## src/rtl/judgement_scheduler.sv

```systemverilog
// judgement_scheduler: gathers hit judgements from the arrow lanes, picks one
// at a time round-robin, hands it to the external score updater, waits out
// the updater latency and captures the authoritative score/streak results.
// Also runs the game-session state machine (idle, clear, run, drain, done).
module judgement_scheduler #(
  parameter int NUM_LANES   = 4,
  parameter int UPD_LATENCY = 2,
  parameter int CNT_W       = 32
) (
  input  logic                   clk,
  input  logic                   reset,
  input  logic                   game_start,
  input  logic                   game_end,
  input  logic [NUM_LANES-1:0]   lane_valid,
  input  logic [2*NUM_LANES-1:0] lane_code,
  output logic [NUM_LANES-1:0]   lane_ready,
  output logic [1:0]             upd_selector,
  output logic [CNT_W-1:0]       upd_score_in,
  output logic [CNT_W-1:0]       upd_streak_in,
  input  logic [CNT_W-1:0]       upd_score_out,
  input  logic [CNT_W-1:0]       upd_streak_out,
  output logic [CNT_W-1:0]       score,
  output logic [CNT_W-1:0]       streak,
  output logic [CNT_W-1:0]       max_streak,
  output logic                   busy,
  output logic                   done
);

  localparam int LANE_W = (NUM_LANES > 1) ? $clog2(NUM_LANES) : 1;
  localparam int WAIT_W = (UPD_LATENCY > 1) ? $clog2(UPD_LATENCY) : 1;
  localparam logic [WAIT_W-1:0] WAIT_LAST = WAIT_W'(UPD_LATENCY - 1);

  typedef enum logic [2:0] {
    ST_IDLE  = 3'd0,
    ST_CLEAR = 3'd1,
    ST_RUN   = 3'd2,
    ST_DRAIN = 3'd3,
    ST_DONE  = 3'd4
  } state_t;

  state_t                      state_r;
  logic                        done_r;
  logic [NUM_LANES-1:0]        slot_full_r;
  logic [NUM_LANES-1:0][1:0]   slot_code_r;
  logic [LANE_W-1:0]           rr_ptr_r;
  logic                        in_flight_r;
  logic [WAIT_W-1:0]           wait_cnt_r;
  logic [CNT_W-1:0]            score_r;
  logic [CNT_W-1:0]            streak_r;
  logic [CNT_W-1:0]            max_streak_r;

  logic                        grant_s;
  logic [LANE_W-1:0]           grant_idx_s;
  logic [LANE_W-1:0]           cand_s;

  // Lane index (base + off) folded back into 0..NUM_LANES-1.
  function automatic logic [LANE_W-1:0] lane_wrap(input int base, input int off);
    int sum;
    sum = (base + off) % NUM_LANES;
    return sum[LANE_W-1:0];
  endfunction

  // A lane may hand over a judgement only while the session runs and its slot is free.
  always_comb begin
    lane_ready = '0;
    for (int i = 0; i < NUM_LANES; i++) begin
      lane_ready[i] = (state_r == ST_RUN) && !slot_full_r[i];
    end
  end

  // Round-robin pick: first full slot at or after the pointer, only when the updater is idle.
  always_comb begin
    grant_s     = 1'b0;
    grant_idx_s = '0;
    cand_s      = '0;
    if (((state_r == ST_RUN) || (state_r == ST_DRAIN)) && !in_flight_r) begin
      for (int k = 0; k < NUM_LANES; k++) begin
        cand_s = lane_wrap(int'(rr_ptr_r), k);
        if (!grant_s && slot_full_r[cand_s]) begin
          grant_s     = 1'b1;
          grant_idx_s = cand_s;
        end else begin
          grant_s = grant_s;
        end
      end
    end else begin
      grant_s = 1'b0;
    end
  end

  assign upd_selector  = grant_s ? slot_code_r[grant_idx_s] : 2'b00;
  assign upd_score_in  = score_r;
  assign upd_streak_in = streak_r;
  assign score         = score_r;
  assign streak        = streak_r;
  assign max_streak    = max_streak_r;
  assign busy          = (|slot_full_r) || in_flight_r;
  assign done          = done_r;

  // Session state machine; done is raised on entry to DONE and dropped in CLEAR.
  always_ff @(posedge clk or posedge reset) begin
    if (reset) begin
      state_r <= ST_IDLE;
      done_r  <= 1'b0;
    end else begin
      case (state_r)
        ST_IDLE: begin
          if (game_start) state_r <= ST_CLEAR;
          else            state_r <= ST_IDLE;
        end
        ST_CLEAR: begin
          done_r  <= 1'b0;
          state_r <= ST_RUN;
        end
        ST_RUN: begin
          if (game_end) state_r <= ST_DRAIN;
          else          state_r <= ST_RUN;
        end
        ST_DRAIN: begin
          if (!(|slot_full_r) && !in_flight_r) begin
            state_r <= ST_DONE;
            done_r  <= 1'b1;
          end else begin
            state_r <= ST_DRAIN;
          end
        end
        ST_DONE: begin
          if (game_start) state_r <= ST_CLEAR;
          else            state_r <= ST_DONE;
        end
        default: begin
          state_r <= ST_IDLE;
          done_r  <= 1'b0;
        end
      endcase
    end
  end

  // One-deep pending slot per lane: granted slots free up, code 00 is dropped.
  always_ff @(posedge clk or posedge reset) begin
    if (reset) begin
      slot_full_r <= '0;
      slot_code_r <= '0;
    end else begin
      for (int i = 0; i < NUM_LANES; i++) begin
        if (grant_s && (int'(grant_idx_s) == i)) begin
          slot_full_r[i] <= 1'b0;
        end else if (lane_valid[i] && lane_ready[i] && (lane_code[2*i +: 2] != 2'b00)) begin
          slot_full_r[i] <= 1'b1;
          slot_code_r[i] <= lane_code[2*i +: 2];
        end else begin
          slot_full_r[i] <= slot_full_r[i];
        end
      end
    end
  end

  // Issue tracking, latency wait and capture of the updater results.
  always_ff @(posedge clk or posedge reset) begin
    if (reset) begin
      in_flight_r  <= 1'b0;
      wait_cnt_r   <= '0;
      rr_ptr_r     <= '0;
      score_r      <= '0;
      streak_r     <= '0;
      max_streak_r <= '0;
    end else if (state_r == ST_CLEAR) begin
      score_r      <= '0;
      streak_r     <= '0;
      max_streak_r <= '0;
    end else if (grant_s) begin
      in_flight_r <= 1'b1;
      wait_cnt_r  <= '0;
      rr_ptr_r    <= lane_wrap(int'(grant_idx_s), 1);
    end else if (in_flight_r) begin
      if (wait_cnt_r == WAIT_LAST) begin
        in_flight_r <= 1'b0;
        score_r     <= upd_score_out;
        streak_r    <= upd_streak_out;
        if (upd_streak_out > max_streak_r) max_streak_r <= upd_streak_out;
        else                               max_streak_r <= max_streak_r;
      end else begin
        wait_cnt_r <= wait_cnt_r + WAIT_W'(1);
      end
    end else begin
      in_flight_r <= 1'b0;
    end
  end

endmodule

```

## config.mk

```make
export PLATFORM = sky130hd
export DESIGN_NAME = judgement_scheduler
export DESIGN_NICKNAME = d
export VERILOG_FILES = /design/src/rtl/judgement_scheduler.sv
export SDC_FILE = /design/constraint.sdc
export NUM_CORES = 1
export LEC_CHECK = 0
export BUFFER_PORTS_ARGS = -buffer_cell sky130_fd_sc_hd__buf_2
export CORE_UTILIZATION = 26
export DETAILED_ROUTE_END_ITERATION = 12
export SLEW_MARGIN = 20
export SYNTH_ARGS = -nofsm -noshare
export SYNTH_HDL_FRONTEND = slang
export SYNTH_SLANG_ARGS = --single-unit
```

## constraint.sdc

```tcl
create_clock -name clk -period 4.3 [get_ports clk]
set_input_delay 0.86 -clock clk [delete_from_list [all_inputs] [get_ports clk]]
set_output_delay 0.86 -clock clk [all_outputs]
set_load 0.02 [all_outputs]
```

==> impl_metrics.csv <==
group,metric,value,unit
status,outcome,"complete, no violations",
cts,root_buffer,"clkbuf_16",
synthesis,syn_area_per_cell,8.79,µm²
cts,postCtsSetupBuffers,0,
final_layout,final_cell_mix,"buf_2 (247), nand2_1 (142), dfrtp_1 (116)",
timing,holdWs,0.410,ns
synthesis,ys.flop_type,"dfrtp_1",
timing,tns,0,ns
cts,numCtsBuffers,17,
cts,cts_resized,0,
synthesis,netlist.area_leader.share,46.6,%
critical_path,end_kind,"primary output",
cts,cts_max_path_buffers,2,
critical_path,critical_path_required,3.44,ns
detailed_routing,ant_nets,0,
synthesis,synth_top_family_by_area,"simple AND/OR/NAND/NOR gates",
timing,rsz0062_at_grt,"false",
timing,setup_viol,0,
placement,port_buffers,247,
synthesis,synth_area_leaders,"dfrtp_1 (47%), a21oi_1 (9.2%), nand2_1 (8.6%)",
die,die_area,24600,µm²
final_layout,nets,999,
timing,final_max_slew_viol_count,0,
synthesis,seq_area_frac_synth,46.6,%
critical_path,reg2reg_slack,1.25,ns
synthesis,synth_warnings,0,
timing,timing.slew.headroom,42.1,%
detailed_routing,dr.pass1.iters,4,
final_layout,syn_to_final_growth,28.0,%
min_path,hp-class,"in2async",
detailed_routing,wire_per_inst,14.6,µm
placement,dp_cells,1182,
final_layout,drive_gt1_share,34.3,%
synthesis,synth-compound-area-share,15.5,%
synthesis,synth-seq-cells,116,
die,num_io_pins,248,
placement,dp_hpwl,12300,µm
global_routing,antenna_found_initial,0,
critical_path,crit_chain,"and2b_2, nor3b_2, buf_4, or4b_1, mux4_2, and2_1, buf_2",
die,die_h,157,µm
final_layout,diodes,0,
critical_path,cp_slowest_cell,"or4b_1",
detailed_routing,drtIter0Drc,295,
critical_path,worstPathArrival,2.84,ns
timing,clock_skew,0.00966,ns
synthesis,synth_edf_count,0,
detailed_routing,vias,5527,
die,rows,56,
synthesis,async_flop_share,100,%
synthesis,syn-num-nets,825,
critical_path,r2r_cells,9,
pwr,powerDensity,896,nW/µm²
cts,cts_max_level,4,
critical_path,crit_type,"reg2out",
cts,cts_hold_buf,0,
die,core_area,23500,µm²
synthesis,netlist_instances,709,
critical_path,critPathMaxFanout,11,
synthesis,synthesis.area,6230,µm²
die,start_util,26.5,%
timing,period_share,86.0,%
global_routing,grt_max_degree,106,
critical_path,timing.rr.start,"max_streak[30]",
cts,clk_pin_slew_worst_paths,0.06,ns
detailed_routing,drc,0,
synthesis,ys_types,39,
timing,post-route-min-period,3.70,ns
global_routing,grt_pass1_vias,5145,
pwr,power,0.00714,W
timing,tightest_slew,0.868,ns
placement,place_congestion,0.749,
synthesis,yosys.area.top_type,"dfrtp_1",
global_routing,grt_overflow,0,
final_layout,finalNonFillerCells,1215,
pwr,p_leak,4.07,nW
synthesis,synth_xor_area_share,0,%
flow_run,maxCapViolCount,0,
final_layout,final_common_cell,"buf_2",
synthesis,synth-adder-area-share,7.23,%
global_routing,grt_util_all_layers,14.6,%
timing,finalHoldViolations,0,
die,die-width,157,µm
global_routing,grt_pass1_wl,27600,µm
final_layout,fillers,2467,
detailed_routing,wl,17800,µm
cts,cts_tree,"done",
detailed_routing,avgViaCountPerCell,4.55,
critical_path,regToRegEndpoint,"max_streak[19]",
synthesis,synth.area.mux_share,2.35,%
cts,clkLatencyLatePin,0.41,ns
cts,cts.sinks,116,
critical_path,start_kind,"flip-flop",
synthesis,synthSimpleGateAreaFrac,15.8,%
pwr,ir_worst_vdd,0.363,mV
timing,max_freq,271,MHz
critical_path,critical_path.max_stage_delay,0.59,ns
## area by class of cell
cell class	count	area, µm²	share of cell area, %
sequential	116	2900	36.4
multi-input combinational	449	2590	32.5
timing repair buffer	257	1330	16.7
clock buffer	23	488	6.12
tap	319	399	5.01
inverter	42	163	2.04
clock inverter	9	101	1.27
## layer usage
layer | global-route usage [%] | share of wire (%)
met3 | 4.35 | 6.8
met5 | 0 | 0
met2 | 23.8 | 47
met4 | 3.92 | 0.80
met1 | 18.7 | 45
## worst max-delay path, delay by kind of cell, from the launching register on
kind | cells | cell delay, ns
buffers and inverters | 2 | 0.33
DFF | 1 | 0.41
muxes | 1 | 0.46
and+or+nand+nor | 4 | 1.22
## worst max-delay path by stage
| stage | from | end | cells past startpoint |
|---|---|---|---|
| after detailed placement | upd_streak_out[27] | max_streak[19] | 9 |
| after floorplan | reset | done | 1 |
| after global routing | state_r[2] | upd_selector[0] | 7 |
| after CTS | state_r[2] | upd_selector[1] | 7 |
| after global placement | upd_streak_out[27] | max_streak[31] | 9 |
| final | state_r[2] | upd_selector[1] | 7 |
## registers in the layout (all words and copies together), names as in the netlist
signal,count
streak,32
slot_code_r,8
max_streak,32
rr_ptr_r,2
slot_full_r,4
state_r,3
score,32
in_flight_r,1
wait_cnt_r,1
done,1
## cell usage after synthesis (2+ instances only)
library cell,instances
a21o_1,7
a21oi_1,114
and2_1,3
buf_1,4
buf_2,2
buf_4,64
clkbuf_1,32
dfrtp_1,116
ha_1,36
inv_1,42
mux2_2,9
mux4_2,2
nand2_1,143
nand2b_1,5
nand3_1,35
nand4_1,9
nor2_1,12
nor2b_1,3
nor3_1,3
nor3b_1,3
nor4_1,3
o2111a_1,4
o21ai_0,33
o21ai_1,8
o22ai_1,3
## power breakdown
part           internal, W  total [W]  switching [W]
Combinational      0.00128    0.00369        0.00241
Sequential         0.00162    0.00204       0.000411
Clock             0.000910    0.00142       0.000508
## per-stage QoR
step	utilization, %	worst slack, ns	cell area (µm²)
finish	34.0	0.604	7970
global route	34.0	0.433	7970
CTS	33.8	0.563	7950
detailed placement	31.3	0.641	7360
global placement	31.3	0.684	7360
floorplan	-	0.368	6230
## logic make-up after synthesis
kind of cell | after synthesis
DFF | 116
buffers and inverters | 144
adders and majority gates | 36
muxes | 11
and+or+nand+nor | 224
AOI/OAI and AO/OA | 178
Note: power is estimated with default switching activity, not from simulation.
